===== src/rtl/timer_compare_datapath.sv =====
// Datapath slave for the timer-compare controller: digit counter, A/B operands,
// 4-bit ALU, result register, timer-set request and a stretched alarm output.
module timer_compare_datapath #(
  parameter int DIGITS    = 8,
  parameter int ALARM_LEN = 16
) (
  input  logic                  clk,
  input  logic                  rst,
  input  logic                  ctl_kc,
  input  logic                  ctl_cc,
  input  logic                  ctl_la,
  input  logic                  ctl_lb,
  input  logic                  ctl_er,
  input  logic [1:0]            ctl_s,
  input  logic                  ctl_cin,
  input  logic                  ctl_m,
  input  logic [4*DIGITS-1:0]   time_bcd,
  input  logic [4*DIGITS-1:0]   alarm_bcd,
  input  logic                  ts_btn,
  input  logic                  alarm_stop,
  output logic                  ts,
  output logic                  c7,
  output logic                  az,
  output logic [2:0]            cnt,
  output logic [3:0]            r,
  output logic                  alarm
);

  localparam int TW = $clog2(ALARM_LEN + 1);

  logic [3:0]    a, b, alu;
  logic          ts_s1, ts_s2, ts_s3;
  logic          ts_edge;
  logic          m_prev;
  logic          m_edge;
  logic [TW-1:0] timer;

  assign c7      = (cnt == 3'(DIGITS - 1));
  assign az      = (r == '0);
  assign ts_edge = ts_s2 & ~ts_s3;
  assign m_edge  = ctl_m & ~m_prev;

  always_comb begin
    alu = '0;
    unique case (ctl_s)
      2'b00: alu = a + b + {3'b000, ctl_cin};
      2'b01: alu = a & b;
      2'b10: alu = a + ~b + {3'b000, ctl_cin};
      2'b11: alu = a ^ b;
    endcase
  end

  // Operand loads index with the pre-edge count, and R uses the pre-edge A/B.
  always_ff @(posedge clk or posedge rst) begin
    if (rst) begin
      cnt <= '0;
      a   <= '0;
      b   <= '0;
      r   <= '0;
    end else begin
      if (ctl_kc)
        cnt <= '0;
      else if (ctl_cc)
        cnt <= (cnt == 3'(DIGITS - 1)) ? '0 : cnt + 3'd1;
      if (ctl_la) a <= time_bcd[4*cnt +: 4];
      if (ctl_lb) b <= alarm_bcd[4*cnt +: 4];
      if (ctl_er) r <= alu;
    end
  end

  always_ff @(posedge clk or posedge rst) begin
    if (rst) begin
      ts_s1 <= 1'b0;
      ts_s2 <= 1'b0;
      ts_s3 <= 1'b0;
      ts    <= 1'b0;
    end else begin
      ts_s1 <= ts_btn;
      ts_s2 <= ts_s1;
      ts_s3 <= ts_s2;
      if (ts_edge)
        ts <= 1'b1;
      else if (ctl_kc)
        ts <= 1'b0;
    end
  end

  // Alarm clears on the edge the timer hits zero, so it stays high ALARM_LEN cycles.
  always_ff @(posedge clk or posedge rst) begin
    if (rst) begin
      m_prev <= 1'b0;
      alarm  <= 1'b0;
      timer  <= '0;
    end else begin
      m_prev <= ctl_m;
      if (alarm_stop) begin
        alarm <= 1'b0;
        timer <= '0;
      end else if (m_edge) begin
        alarm <= 1'b1;
        timer <= TW'(ALARM_LEN);
      end else if (alarm) begin
        timer <= timer - TW'(1);
        if (timer == TW'(1))
          alarm <= 1'b0;
      end
    end
  end

endmodule


===== config.mk =====
export PLATFORM = sky130hd
export DESIGN_NAME = timer_compare_datapath
export DESIGN_NICKNAME = d
export VERILOG_FILES = /design/src/rtl/timer_compare_datapath.sv
export SDC_FILE = /design/constraint.sdc
export NUM_CORES = 1
export LEC_CHECK = 0
export ABC_AREA = 1
export CAP_MARGIN = 0
export CORE_MARGIN = 3
export CORE_UTILIZATION = 30
export CTS_CLUSTER_DIAMETER = 200
export CTS_CLUSTER_SIZE = 14
export DETAILED_ROUTE_END_ITERATION = 7
export GPL_ROUTABILITY_DRIVEN = 0
export PLACE_DENSITY_LB_ADDON = 0.08
export SLEW_MARGIN = 5
export SYNTH_ARGS = -nofsm -noshare
export SYNTH_HDL_FRONTEND = slang
export SYNTH_SLANG_ARGS = --single-unit

===== constraint.sdc =====
create_clock -name clk -period 1.9 [get_ports clk]
set_input_delay 0.475 -clock clk [delete_from_list [all_inputs] [get_ports clk]]
set_output_delay 0.475 -clock clk [all_outputs]
set_load 0.1 [all_outputs]

==> report_table.html <==
<table>
<tr><th>Metric</th><th>Value</th></tr>
<tr><th colspan="2">Critical path</th></tr>
<tr><td>Worst Setup Start Kind</td><td>flop</td></tr>
<tr><td>CP arrival</td><td>1.35 ns</td></tr>
<tr><td>Family of cells with the greatest summed delay on the critical path</td><td>flip-flops</td></tr>
<tr><td>Critical-path top delay cell</td><td>dfrtp_4</td></tr>
<tr><td>Type of the worst setup path</td><td>flop to output port</td></tr>
<tr><td>Critical Path Start</td><td>r[2]$_DFFE_PP0P_</td></tr>
<tr><td>End of the worst register-to-register path</td><td>r[2]$_DFFE_PP0P_</td></tr>
<tr><td>Source of the worst register-to-register timing path</td><td>a[0]$_DFFE_PP0P_</td></tr>
<tr><td>Series of cell instances along the critical path</td><td>nor4_4 -&gt; buf_12</td></tr>
<tr><td>Highest cell delay on the worst timing path</td><td>0.52 ns</td></tr>
<tr><td>Maximum fanout encountered on the critical timing path</td><td>3</td></tr>
<tr><td>Critical Path Sink Type</td><td>output port</td></tr>
<tr><td>Cells on worst reg2reg path</td><td>7</td></tr>
<tr><td>Worst reg2reg setup slack</td><td>0.17 ns</td></tr>
<tr><td>Worst path bufs/invs</td><td>1</td></tr>
<tr><td>WP data required</td><td>1.42 ns</td></tr>
<tr><th colspan="2">Synthesis</th></tr>
<tr><td>Seq/Total Area, Yosys</td><td>30.08%</td></tr>
<tr><td>Syn Nets</td><td>390</td></tr>
<tr><td>Cell variety after synth</td><td>31</td></tr>
<tr><td>Flip-flop and latch count after synthesis</td><td>26</td></tr>
<tr><td>Post-synthesis instance total</td><td>298</td></tr>
<tr><td>Number of warnings reported in the yosys synthesis log</td><td>0</td></tr>
<tr><td>Mapped Area</td><td>2163 um^2</td></tr>
<tr><td>Avg Inst Size Synth</td><td>7.259 um^2</td></tr>
<tr><th colspan="2">Worst hold path</th></tr>
<tr><td>Worst Hold Launch</td><td>ts_s1$_DFF_PP0_</td></tr>
<tr><td>Hold-critical path endpoint</td><td>ts_s2$_DFF_PP0_</td></tr>
<tr><td>Number of cells on the worst hold path</td><td>0</td></tr>
<tr><td>Path type of the worst min-delay path</td><td>flop to flop</td></tr>
<tr><th colspan="2">Finish</th></tr>
<tr><td>Number of nets at the end of the flow</td><td>472</td></tr>
<tr><td>Share of final-layout standard cells stronger than drive strength 1</td><td>13.46%</td></tr>
<tr><td>Area added between synthesis and finish</td><td>53.61%</td></tr>
<tr><td>Final cell count without fillers</td><td>475</td></tr>
<tr><td>Multi-input gate area in the final layout</td><td>1200 um^2</td></tr>
<tr><td>Count of inserted antenna diode cells</td><td>0</td></tr>
<tr><td>Register area</td><td>661.9 um^2</td></tr>
<tr><td>Fill cell count</td><td>701</td></tr>
<tr><th colspan="2">CTS</th></tr>
<tr><td>Library cell used as clock root buffer</td><td>clkbuf_8</td></tr>
<tr><td>Deepest clock path buffer count</td><td>2</td></tr>
<tr><td>TritonCTS Buffers</td><td>3</td></tr>
<tr><td>Number of setup buffers added after CTS</td><td>0</td></tr>
<tr><td>Clock slew at reported path FFs</td><td>0.10 ns</td></tr>
<tr><td>Source-to-sink clock delay at the later pin of the worst-skew pair</td><td>0.28 ns</td></tr>
<tr><td>Count of clock tree sinks</td><td>26</td></tr>
<tr><td>CTS Hold Buffers Added</td><td>0</td></tr>
<tr><td>CTS tree</td><td>yes</td></tr>
<tr><td>H-tree Lvls</td><td>1</td></tr>
<tr><th colspan="2">Drt</th></tr>
<tr><td>Total vias in the final route</td><td>2149</td></tr>
<tr><td>DRT Pass-1 Iters</td><td>4</td></tr>
<tr><td>Drc violations</td><td>0</td></tr>
<tr><td>Per-cell routed wire length</td><td>12.35 um</td></tr>
<tr><td>Sum of routed wire length over all layers</td><td>5866 um</td></tr>
<tr><td>Iter 0 DRT Violations</td><td>67</td></tr>
<tr><td>Detailed-route vias per instance</td><td>4.524</td></tr>
<tr><td>Antenna-violating nets left</td><td>0</td></tr>
<tr><th colspan="2">Power and ir drop</th></tr>
<tr><td>Static power due to leakage</td><td>1.501 nW</td></tr>
<tr><td>Peak supply drop</td><td>307.5 uV</td></tr>
<tr><td>Post-layout total power</td><td>2.371 mW</td></tr>
<tr><td>Pwr/cell area</td><td>713.6 nW/um^2</td></tr>
<tr><th colspan="2">Place</th></tr>
<tr><td>Cell total after placement</td><td>471</td></tr>
<tr><td>Detailed Place HPWL</td><td>4646 um</td></tr>
<tr><td>Port bufs</td><td>87</td></tr>
<tr><th colspan="2">STA</th></tr>
<tr><td>Worst clock skew on the final layout</td><td>0.009849 ns</td></tr>
<tr><td>Unrepaired setup endpoints after global routing</td><td>false</td></tr>
<tr><td>Slew Viols, Final</td><td>0</td></tr>
<tr><td>Worst hold slack</td><td>0.3618 ns</td></tr>
<tr><td>Slew @ Worst Pin</td><td>0.4156 ns</td></tr>
<tr><td>Final min period</td><td>1.825 ns</td></tr>
<tr><td>FMAX</td><td>0.5479 GHz</td></tr>
<tr><td># setup viols final</td><td>0</td></tr>
<tr><td>Final TNS setup</td><td>0 ns</td></tr>
<tr><td>Hold violation count in the final report</td><td>0</td></tr>
<tr><td>Final critical-path share of the clock period</td><td>96.06%</td></tr>
<tr><td>Worst-case headroom to the max-slew limit</td><td>72.29%</td></tr>
<tr><th colspan="2">Status</th></tr>
<tr><td>Outcome</td><td>complete, no violations</td></tr>
<tr><th colspan="2">Floorplan</th></tr>
<tr><td>Floorplan row count</td><td>30</td></tr>
<tr><td>Floorplan core area</td><td>6907 um^2</td></tr>
<tr><td>Die width</td><td>90.92 um</td></tr>
<tr><td>I/O pin count</td><td>88</td></tr>
<tr><td>Vertical die dimension</td><td>90.92 um</td></tr>
<tr><td>Floorplan die area</td><td>8266 um^2</td></tr>
<tr><td>Initial Util</td><td>31.32%</td></tr>
<tr><th colspan="2">Run</th></tr>
<tr><td>Max-cap violations</td><td>0</td></tr>
<tr><th colspan="2">GRT</th></tr>
<tr><td>Overflow left after global routing</td><td>0</td></tr>
<tr><td>Global-route wire length before repair</td><td>10250 um</td></tr>
<tr><td>Vias in the first global route</td><td>2156</td></tr>
<tr><td>Initial antenna violation count</td><td>0</td></tr>
<tr><td>Largest net degree at the start of global routing</td><td>68</td></tr>
<tr><td>Overall track demand over capacity in global routing</td><td>14.82%</td></tr>
</table>
-- per-layer routing --
layer	GRT usage [%]	part of all wire (%)	up-vias
met2	26.06	51	38
met5	0	0	-
met3	2.750	3.5	6
met4	2.010	0.58	0
li1	-	-	1131
met1	19.29	45	974
-- how the worst max path moves through the flow --
stage | to | slack (ns) | depth (start not counted)
3_5_place_dp | r[2]$_DFFE_PP0P_ | -0.32 | 7
6_report | az | 0.07 | 2
3_3_place_gp | r[2]$_DFFE_PP0P_ | -0.33 | 7
4_1_cts | r[1]$_DFFE_PP0P_ | 0.008 | 7
2_1_floorplan | az | -0.34 | 1
5_1_grt | r[2]$_DFFE_PP0P_ | 0.04 | 7
-- layout by cell type, fill, tap and decap left out, drive strengths merged, types with 2 or more instances in the layout --
cell type      Yosys  final
clkdlybuf4s50      0     75
inv               66     66
nand2             44     44
nand3             35     35
o21ai             34     34
dfrtp             26     26
a21oi             21     21
o211ai            17     17
buf               12     14
ha                11     11
nor2              10     10
nor3               4      4
fa                 4      4
or2                3      3
clkbuf             1      3
o22ai              2      2
-- state kept, by name, indices dropped and copies added (netlist names) --
register / flops
cnt: 3
alarm: 1
a: 4
r: 4
ts_s3: 1
b: 4
timer: 5
m_prev: 1
ts_s2: 1
ts_s1: 1
ts: 1
-- cells by family after synthesis --
kind of cell | after synthesis | share of synthesized area [%]
AND/OR/NAND/NOR | 99 | 20.42
buffers and inverters | 80 | 16.60
AO/OA/AOI/OAI | 77 | 22.44
flip-flops | 26 | 30.08
adder cells (fa/ha/maj) | 15 | 10.06
XOR/XNOR | 1 | 0.4049
-- cell type report --
class | count | share of cell area [%]
timing repair buffer | 90 | 30.65
sequential | 26 | 19.92
inverter | 67 | 7.568
clock inverter | 1 | 0.9036
clock buffer | 3 | 1.242
multi-input combinational | 192 | 36.11
tap | 96 | 3.614
-- report_power, final --
group          switching, mW  internal (mW)
clock network          0.192          0.282
logic                  0.666          0.510
registers             0.0861          0.636
total                  0.943           1.43
-- metrics by stage --
step / area, um^2 / setup slack, ns / utilization (%)
finish: 3323 / 0.07479 / 48.12
global placement: 3231 / -0.3268 / 46.78
detailed placement: 3231 / -0.3238 / 46.78
global route: 3323 / 0.03854 / 48.12
floorplan: 2202 / -0.3363 / -
CTS: 3304 / 0.008345 / 47.84
-- cells in the mapped netlist --
cell type | n | area [um^2]
buf_8 | 1 | 15.01
nor4_1 | 1 | 6.260
dfrtp_1 | 26 | 650.6
inv_1 | 64 | 240.2
o21a_1 | 1 | 7.510
o211ai_1 | 11 | 82.58
nand3b_1 | 1 | 7.510
o211ai_2 | 6 | 75.07
clkinv_1 | 1 | 3.750
inv_2 | 2 | 7.510
a22o_1 | 1 | 8.760
o21ai_1 | 15 | 75.07
o21ai_0 | 19 | 95.09
a21oi_1 | 17 | 85.08
buf_4 | 1 | 7.510
nand2_1 | 42 | 157.7
o22ai_1 | 2 | 12.51
fa_1 | 4 | 80.08
nand4_1 | 1 | 6.260
nor3_1 | 4 | 20.02
ha_1 | 11 | 137.6
nand2_2 | 2 | 12.51
nor2_1 | 10 | 37.54
a21oi_2 | 4 | 35.03
nand3_1 | 35 | 175.2
clkbuf_1 | 1 | 3.750
or2_2 | 3 | 18.77
buf_2 | 5 | 25.02
xor2_1 | 1 | 8.760
buf_6 | 5 | 56.30
a41oi_1 | 1 | 8.760
-- timing repair --
item	in CTS	in global routing
pin swaps	0	2
setup endpoints to repair	1	3
resized for setup	1	7
cloned	0	0
No activity file was read; power rests on OpenSTA's default activity.
